--- src/rtl/cp0_exc_unit.sv ---
// cp0_exc_unit: coprocessor-0 register file and exception commit unit.
// Prioritises pipeline exceptions, updates EPC/Cause/Status/BadVAddr, redirects
// fetch on exceptions and eret, serves mfc0/mtc0, and owns the Count/Compare timer.
// Optional feature macro: CP0_TIMER_EN (Count/Compare timer; absent -> timer regs read 0).
module cp0_exc_unit #(
    parameter logic [31:0] EXC_VECTOR = 32'hBFC0_0380,
    parameter int unsigned COUNT_DIV  = 2
) (
    input  logic        clk,
    input  logic        reset,
    input  logic        commit,
    input  logic [31:0] pc,
    input  logic        in_delay,
    input  logic        adei,
    input  logic        ri,
    input  logic        ov,
    input  logic        sys,
    input  logic        bp,
    input  logic        adel,
    input  logic        ades,
    input  logic [31:0] bad_vaddr,
    input  logic        eret,
    input  logic [5:0]  hw_int,
    input  logic        we,
    input  logic [4:0]  waddr,
    input  logic [4:0]  raddr,
    input  logic [31:0] wdata,
    output logic [31:0] rdata,
    output logic        exc_valid,
    output logic [31:0] exc_target,
    output logic        redirect
);

    typedef enum logic [4:0] {
        EXC_INT  = 5'd0,
        EXC_ADEL = 5'd4,
        EXC_ADES = 5'd5,
        EXC_SYS  = 5'd8,
        EXC_BP   = 5'd9,
        EXC_RI   = 5'd10,
        EXC_OV   = 5'd12
    } exc_code_e;

    if (COUNT_DIV < 1) begin : g_div_check
        $error("cp0_exc_unit: COUNT_DIV must be >= 1");
    end

    logic [7:0]  im_q, im_d;
    logic        exl_q, exl_d;
    logic        ie_q, ie_d;
    logic        bd_q, bd_d;
    logic [5:0]  ip_hw_q, ip_hw_d;
    logic [1:0]  ip_sw_q, ip_sw_d;
    exc_code_e   exccode_q, exccode_d;
    logic [31:0] epc_q, epc_d;
    logic [31:0] badvaddr_q, badvaddr_d;

    logic        timer_irq;
    logic [31:0] count_rd;
    logic [31:0] compare_rd;
    logic        int_pend;
    logic        exc_any;
    logic        mtc0_ok;
    exc_code_e   exc_code;
    logic        load_bva;

    assign int_pend  = ie_q & ~exl_q & |({ip_hw_q, ip_sw_q} & im_q);
    assign exc_any   = int_pend | adei | ri | ov | sys | bp | adel | ades;
    assign exc_valid = commit & exc_any;
    assign redirect  = exc_valid | (commit & eret & ~exc_any);
    assign exc_target = exc_valid ? EXC_VECTOR : epc_q;
    // mtc0 only lands when the writing instruction itself does not fault
    assign mtc0_ok   = commit & we & ~exc_any;

    // Priority encoder: pick the ExcCode and whether BadVAddr is captured
    always_comb begin
        exc_code = EXC_INT;
        load_bva = 1'b0;
        if (int_pend) begin
            exc_code = EXC_INT;
        end else if (adei) begin
            exc_code = EXC_ADEL;
            load_bva = 1'b1;
        end else if (ri) begin
            exc_code = EXC_RI;
        end else if (ov) begin
            exc_code = EXC_OV;
        end else if (sys) begin
            exc_code = EXC_SYS;
        end else if (bp) begin
            exc_code = EXC_BP;
        end else if (adel) begin
            exc_code = EXC_ADEL;
            load_bva = 1'b1;
        end else if (ades) begin
            exc_code = EXC_ADES;
            load_bva = 1'b1;
        end
    end

    // Next-state for Status/Cause/EPC/BadVAddr: exception, else mtc0 then eret
    always_comb begin
        im_d       = im_q;
        exl_d      = exl_q;
        ie_d       = ie_q;
        bd_d       = bd_q;
        ip_sw_d    = ip_sw_q;
        exccode_d  = exccode_q;
        epc_d      = epc_q;
        badvaddr_d = badvaddr_q;
        ip_hw_d    = {timer_irq | hw_int[5], hw_int[4:0]};
        if (exc_valid) begin
            if (!exl_q) begin
                epc_d = in_delay ? pc - 32'd4 : pc;
                bd_d  = in_delay;
            end
            exl_d     = 1'b1;
            exccode_d = exc_code;
            if (load_bva) begin
                badvaddr_d = bad_vaddr;
            end
        end else if (commit) begin
            if (mtc0_ok) begin
                case (waddr)
                    5'd12: begin
                        im_d  = wdata[15:8];
                        exl_d = wdata[1];
                        ie_d  = wdata[0];
                    end
                    5'd13:   ip_sw_d = wdata[9:8];
                    5'd14:   epc_d   = wdata;
                    default: ;
                endcase
            end
            if (eret) begin
                exl_d = 1'b0;
            end
        end
    end

    // Register update for Status/Cause/EPC/BadVAddr
    always_ff @(posedge clk) begin
        if (reset) begin
            im_q       <= '0;
            exl_q      <= 1'b0;
            ie_q       <= 1'b0;
            bd_q       <= 1'b0;
            ip_hw_q    <= '0;
            ip_sw_q    <= '0;
            exccode_q  <= EXC_INT;
            epc_q      <= '0;
            badvaddr_q <= '0;
        end else begin
            im_q       <= im_d;
            exl_q      <= exl_d;
            ie_q       <= ie_d;
            bd_q       <= bd_d;
            ip_hw_q    <= ip_hw_d;
            ip_sw_q    <= ip_sw_d;
            exccode_q  <= exccode_d;
            epc_q      <= epc_d;
            badvaddr_q <= badvaddr_d;
        end
    end

`ifdef CP0_TIMER_EN
    localparam logic [31:0] DIV_LAST = 32'(COUNT_DIV - 1);

    logic [31:0] div_q, div_d;
    logic [31:0] count_q, count_d;
    logic [31:0] compare_q, compare_d;
    logic        timer_irq_q, timer_irq_d;
    logic        tick;

    assign tick       = (div_q == DIV_LAST);
    assign timer_irq  = timer_irq_q;
    assign count_rd   = count_q;
    assign compare_rd = compare_q;

    // Timer next-state: mtc0 Count beats the tick, mtc0 Compare beats the match
    always_comb begin
        div_d       = tick ? '0 : div_q + 32'd1;
        count_d     = tick ? count_q + 32'd1 : count_q;
        compare_d   = compare_q;
        timer_irq_d = timer_irq_q;
        if (mtc0_ok && waddr == 5'd9) begin
            count_d = wdata;
        end
        if (count_q == compare_q) begin
            timer_irq_d = 1'b1;
        end
        if (mtc0_ok && waddr == 5'd11) begin
            compare_d   = wdata;
            timer_irq_d = 1'b0;
        end
    end

    // Timer registers
    always_ff @(posedge clk) begin
        if (reset) begin
            div_q       <= '0;
            count_q     <= '0;
            compare_q   <= '0;
            timer_irq_q <= 1'b0;
        end else begin
            div_q       <= div_d;
            count_q     <= count_d;
            compare_q   <= compare_d;
            timer_irq_q <= timer_irq_d;
        end
    end
`else
    assign timer_irq  = 1'b0;
    assign count_rd   = '0;
    assign compare_rd = '0;
`endif

    // mfc0 read mux; no bypass, so a same-cycle mtc0 shows the old value
    always_comb begin
        rdata = '0;
        case (raddr)
            5'd8:    rdata = badvaddr_q;
            5'd9:    rdata = count_rd;
            5'd11:   rdata = compare_rd;
            5'd12:   rdata = {9'b0, 1'b1, 6'b0, im_q, 6'b0, exl_q, ie_q};
            5'd13:   rdata = {bd_q, timer_irq, 14'b0, ip_hw_q, ip_sw_q, 1'b0, exccode_q, 2'b0};
            5'd14:   rdata = epc_q;
            default: rdata = '0;
        endcase
    end

endmodule

--- config.mk ---
export PLATFORM = sky130hd
export DESIGN_NAME = cp0_exc_unit
export DESIGN_NICKNAME = d
export VERILOG_FILES = /design/src/rtl/cp0_exc_unit.sv
export SDC_FILE = /design/constraint.sdc
export NUM_CORES = 1
export LEC_CHECK = 0
export BUFFER_PORTS_ARGS = -buffer_cell sky130_fd_sc_hd__buf_2
export CAP_MARGIN = 0
export CORE_AREA = 2 2 103 105
export DETAILED_ROUTE_END_ITERATION = 7
export DIE_AREA = 0 0 105 107
export GPL_ROUTABILITY_DRIVEN = 0
export PLACE_DENSITY = 0.79
export SLEW_MARGIN = 10
export SYNTH_ARGS = -nofsm -noshare
export SYNTH_HDL_FRONTEND = slang
export SYNTH_SLANG_ARGS = --single-unit
--- constraint.sdc ---
create_clock -name clk -period 2.75 [get_ports clk]
set_input_delay 0.55 -clock clk [delete_from_list [all_inputs] [get_ports clk]]
set_output_delay 0.55 -clock clk [all_outputs]
set_load 0.05 [all_outputs]
# Word level (Yosys, flattened, before mapping)

Index checks and enable logic that the tools add are counted.

$add $sub $neg: 1
Multipliers: 0
Divide/modulo/power cells: 0
Order comparisons: 0
Eq/ne operators: 8
Shift-type cells: 0
Mux-type cells: 29
Bitwise operators: 19
Reduce and logical (&&, ||, !) cells: 12

Operators with widths:

| operator                | number |
|---|---|
| $mux W32                | 7 |
| $pmux W32 S4            | 1 |
| $eq A5 B4 Y1 const B    | 7 |
| $sub A32 B3 Y32 const B | 1 |
| $mux W4                 | 6 |
| $mux W1                 | 13 |
| $reduce_and A4 Y1       | 3 |
| $and A8 B8 Y8           | 1 |
| $or A1 B1 Y1            | 8 |
| $reduce_or A8 Y1        | 1 |
| $and A1 B1 Y1           | 7 |
| $mux W3                 | 2 |
| $reduce_bool A2 Y1      | 3 |
| $reduce_bool A3 Y1      | 2 |
| $reduce_and A2 Y1       | 2 |
| $not A1 Y1              | 3 |
| $reduce_and A3 Y1       | 1 |
| $ne A2 B2 Y1 const B    | 1 |

Register bits after elaboration: 88
Latch bits: 0
RAM bits: 0
ROM bits: 0
Input port bits: 125
Output and inout bits: 66
Word-level logic and storage cells: 78
Memories: 0

# Logic depth before layout (Yosys ltp)

Word-level depth: 16
Depth in mapped cells: 8
Depth with buffers taken out: 7

# Worst setup path before layout

Ideal clock, no wire load.

Path kind: input to output
Start: input port ri
End: output port exc_target[16]
Arrival: 2872 ps
Slack: -672 ps
Stages on the path: 5
Path buffers: 1
Cells stage by stage: or4_4 o41ai_4 inv_2 clkbuf_1 nor2_1

Word-level cells in the longest chain between the ends: 8

Ends and longest elaborated chain:

| what                       | line | RTL |
|---|---|---|
| start, declared            | 15   | `input logic ri,` |
| $or A1 B1 Y1 (6 in series) | 68   | `assign exc_any = int_pend \| adei \| ri \| ov \| sys \| bp \| adel \| ades;` |
| $and A1 B1 Y1              | 69   | `assign exc_valid = commit & exc_any;` |
| net exc_valid              | 29   | `output logic exc_valid,` |
| $mux W32                   | 71   | `assign exc_target = exc_valid ? EXC_VECTOR : epc_q;` |
| end, declared              | 30   | `output logic [31:0] exc_target,` |

The timed path passes the listed nets, and every way through them passes these cells.

# Final worst setup path

Start: register ip_sw_q[1]
End: output port exc_target[26]

Word-level cells in the longest chain between the ends: 12

Ends and longest elaborated chain:

| what                       | line | RTL |
|---|---|---|
| start, declared            | 53   | `logic [1:0] ip_sw_q, ip_sw_d;` |
| start signal, assigned     | 159  | `ip_sw_q <= ip_sw_d;` |
| $and A8 B8 Y8              | 67   | `assign int_pend = ie_q & ~exl_q & \|({ip_hw_q, ip_sw_q} & im_q);` |
| $reduce_or A8 Y1           | 67   |  |
| $and A1 B1 Y1              | 67   |  |
| $or A1 B1 Y1 (7 in series) | 68   |  |
| $and A1 B1 Y1              | 69   |  |
| $mux W32                   | 71   |  |

Every way passes these cells.

==> flow_metrics.env <==
export IMPL_cts_reportedPaths_clkPinSlew_ns=0.09
export IMPL_initialDrtViolationCount=334
export IMPL_num_antenna_cells=0
export IMPL_critPathCaptureType="primary output"
export IMPL_maxSlewHeadroom_pct=65.4
export IMPL_grt_max_degree=35
export IMPL_pre_cts_ws_ns=-0.180
export IMPL_yosys_area_top_type="dfxtp_1"
export IMPL_peakVddDrop_mv=0.284
export IMPL_rsz0062_at_grt="true"
export IMPL_portBuffers=190
export IMPL_grt_pass1_vias=5278
export IMPL_cp_start_kind="flip-flop"
export IMPL_path_max_fanout=5
export IMPL_viasPerCell=5.80
export IMPL_fmax_ghz=0.340
export IMPL_path_cells="a22o_1 > o41a_1 > o41ai_4 > buf_6 > buf_12 > buf_8 > nand2_2 > buf_6"
export IMPL_violations="negative setup slack"
export IMPL_whs_ns=0.408
export IMPL_worst_slew_pin_slew_ns=0.514
export IMPL_synth_nets=685
export IMPL_fin_crit_sh_pct=107
export IMPL_rows=37
export IMPL_synth_top_area_share_pct=36.2
export IMPL_grt_pass1_wl_um=26000
export IMPL_pin_count=191
export IMPL_antenna_found_initial=0
export IMPL_critical_path_top_delay_family="compound AO/OA/AOI/OAI gates"
export IMPL_synth_distinct_cells=60
export IMPL_core_area_mm2=0.0101
export IMPL_synthTopCellsByArea="dfxtp_1 36%, mux2i_1 11%, nor2_1 5.5%"
export IMPL_regToRegStartpoint="ip_sw_q[1]"
export IMPL_crit_arrival_ns=2.39
export IMPL_finalSetupTns_ns=-4.34
export IMPL_required_ns=2.20
export IMPL_fp_dieW_um=105
export IMPL_min_path_cells=2
export IMPL_cts_root_buf="clkbuf_8"
export IMPL_drive_above_1_share_pct=39.5
export IMPL_synth_commonest_cells="87 x dfxtp_1, 70 x nor2_1, 55 x mux2i_1"
export IMPL_layout_setup_ws_ns=-0.192
export IMPL_finalSetupViolCount=32
export IMPL_fin_crit_ns=2.94
export IMPL_syn_inst=559
export IMPL_ys_seq_area_share_pct=36.2
export IMPL_p_leak_uw=0.00307
export IMPL_synth_edf_count=0
export IMPL_slowest_stage="o41a_1"
export IMPL_maxCapViolCount=0
export IMPL_async_flop_share_pct=0
export IMPL_ys_flop_type="dfxtp_1"
export IMPL_rr_worst_depth=8
export IMPL_crit_buf_inv=4
export IMPL_numClockSinks=87
export IMPL_crit_path_max_incr_delay_ns=0.50
export IMPL_drc_errors=0
export IMPL_total_power_uw=2980
export IMPL_num_vias=5282
export IMPL_wl_per_cell_um=18.3
export IMPL_detail_route_first_pass_iterations=5
export IMPL_numCtsBuffers=9
export IMPL_fin_skew_ns=0.00710
export IMPL_fin_cells=910
export IMPL_ys_ff_latch=87
export IMPL_cts_buffer_depth=2
export IMPL_slew_viol_final=0
export IMPL_synth_most_common_cell="dfxtp_1"
export IMPL_grt_use_total_pct=29.1
export IMPL_dieArea_mm2=0.0112
export IMPL_syn_to_final_growth_pct=40.3
export IMPL_status="complete, but fails checks"
export IMPL_post_synth_cell_area_avg_um2=8.61
export IMPL_cpMostUsedCell="buf_6"
export IMPL_min_path_type="input port to flip-flop"
export IMPL_place_hpwl_um=12400
export IMPL_overflow=0
export IMPL_path_class="flip-flop to primary output"
export IMPL_pwr_density_cell_mw_per_mm2=442
export IMPL_nets=895
export IMPL_start_util_pct=47.7
export IMPL_rr_endpoint="epc_q[27]"
export IMPL_postCtsHoldBufs=0
export IMPL_die_h_um=107
export IMPL_routed_wl_um=16600
export IMPL_placed_cells=888
export IMPL_hold_start="hw_int[5]"
export IMPL_htreeDepth=3
export IMPL_hold_viol=0
export IMPL_ys_warn_count=0
export IMPL_r2r_slack_ns=0.33
export IMPL_ant_nets=0
export IMPL_worstHoldEndpoint="ip_hw_q[5]"
export IMPL_clk_latency_ns=0.35
export IMPL_synth_area_mm2=0.00481
export IMPL_cts_tree="built"
[final cells by class]
type | count | area (um^2)
Sequential cell | 87 | 1750
Clock buffer | 12 | 145
Fill cell | 842 | 3340
Multi-Input combinational cell | 406 | 2930
Inverter | 26 | 103
Timing Repair Buffer | 239 | 1600
Tap cell | 136 | 170
Clock inverter | 4 | 55.1
[state kept, by name, indices dropped and copies added (netlist names)]
register / cells
exccode_q: 4
exl_q: 1
ie_q: 1
badvaddr_q: 32
bd_q: 1
ip_sw_q: 2
epc_q: 32
im_q: 8
ip_hw_q: 6
[layout by cell type (no fill, tap or decap), types with 5 or more instances in the layout]
cell type  count
buf_4         47
buf_8         11
nand2_1       28
xnor2_1       14
nor2b_1        8
mux2i_1       55
buf_6         21
clkbuf_8      10
o31a_1         8
a22o_1        20
nor2_4         6
a222oi_1       7
o2bb2ai_1     14
dfxtp_1       84
and2_4         5
nor2_1        64
nand3_1       10
inv_1         25
buf_2        156
or3_1          5
and2_2         9
a22oi_1       19
nand2b_2       7
nor3_1        30
nor4_1        16
o32ai_1       10
[report_power, final]
group / internal [uW] / total (uW) / switching, uW
combinational: 291 / 689 / 398
clock: 450 / 916 / 467
sequential: 1330 / 1380 / 49.8
[timing repair]
item	in CTS	in global routing
pin swaps	4	4
endpoints found under the setup margin	33	34
gates resized for setup	71	21
setup buffers	2	4
[stage by stage]
step	cell area, um^2	utilization, %
4_1_cts	6650	65.9
3_3_place_gp	6220	61.6
6_report	6750	66.9
2_1_floorplan	4920	-
3_5_place_dp	6220	61.6
5_1_grt	6750	66.9
[per-layer routing]
layer | GRT usage [%] | up-vias | part of all wire (%)
met2 | 52.0 | 289 | 50
met4 | 10.8 | 0 | 2.2
li1 | - | 2476 | -
met3 | 5.35 | 30 | 8.9
met5 | 0 | - | 0
met1 | 34.7 | 2487 | 39
[worst max path at each step]
stage | endpoint | slack (ns) | cells past startpoint | start
2_1_floorplan | exc_target[16] | -0.06 | 5 | ri
3_3_place_gp | exc_target[4] | -0.14 | 6 | ri
3_5_place_dp | exc_target[15] | -0.18 | 6 | ri
4_1_cts | exc_target[23] | -0.23 | 8 | ip_hw_q[5]
5_1_grt | exc_target[26] | -0.29 | 8 | ip_sw_q[1]
6_report | exc_target[26] | -0.19 | 8 | ip_sw_q[1]
[cell families (layout without fill, tap and decap cells)]
kind of cell / count (synthesis) / count (layout) / synth area share [%]
multiplexers: 55 / 55 / 11.4
XOR/XNOR: 17 / 17 / 3.09
AO/OA/AOI/OAI: 112 / 112 / 19.9
AND/OR/NAND/NOR: 221 / 221 / 23.4
adder cells (fa/ha/maj): 1 / 1 / 0.260
buffers and inverters: 66 / 281 / 5.77
flip-flops: 87 / 87 / 36.2
[worst register-to-register path, stage by stage (launching register included)]
cell,delay [ns]
dfxtp_2,0.34
a22o_1,0.25
o41a_1,0.50
o41ai_4,0.31
buf_6,0.19
buf_12,0.11
buf_4,0.16
nor3_1,0.08
o32ai_1,0.36
Power figures use the tool's default switching activity.
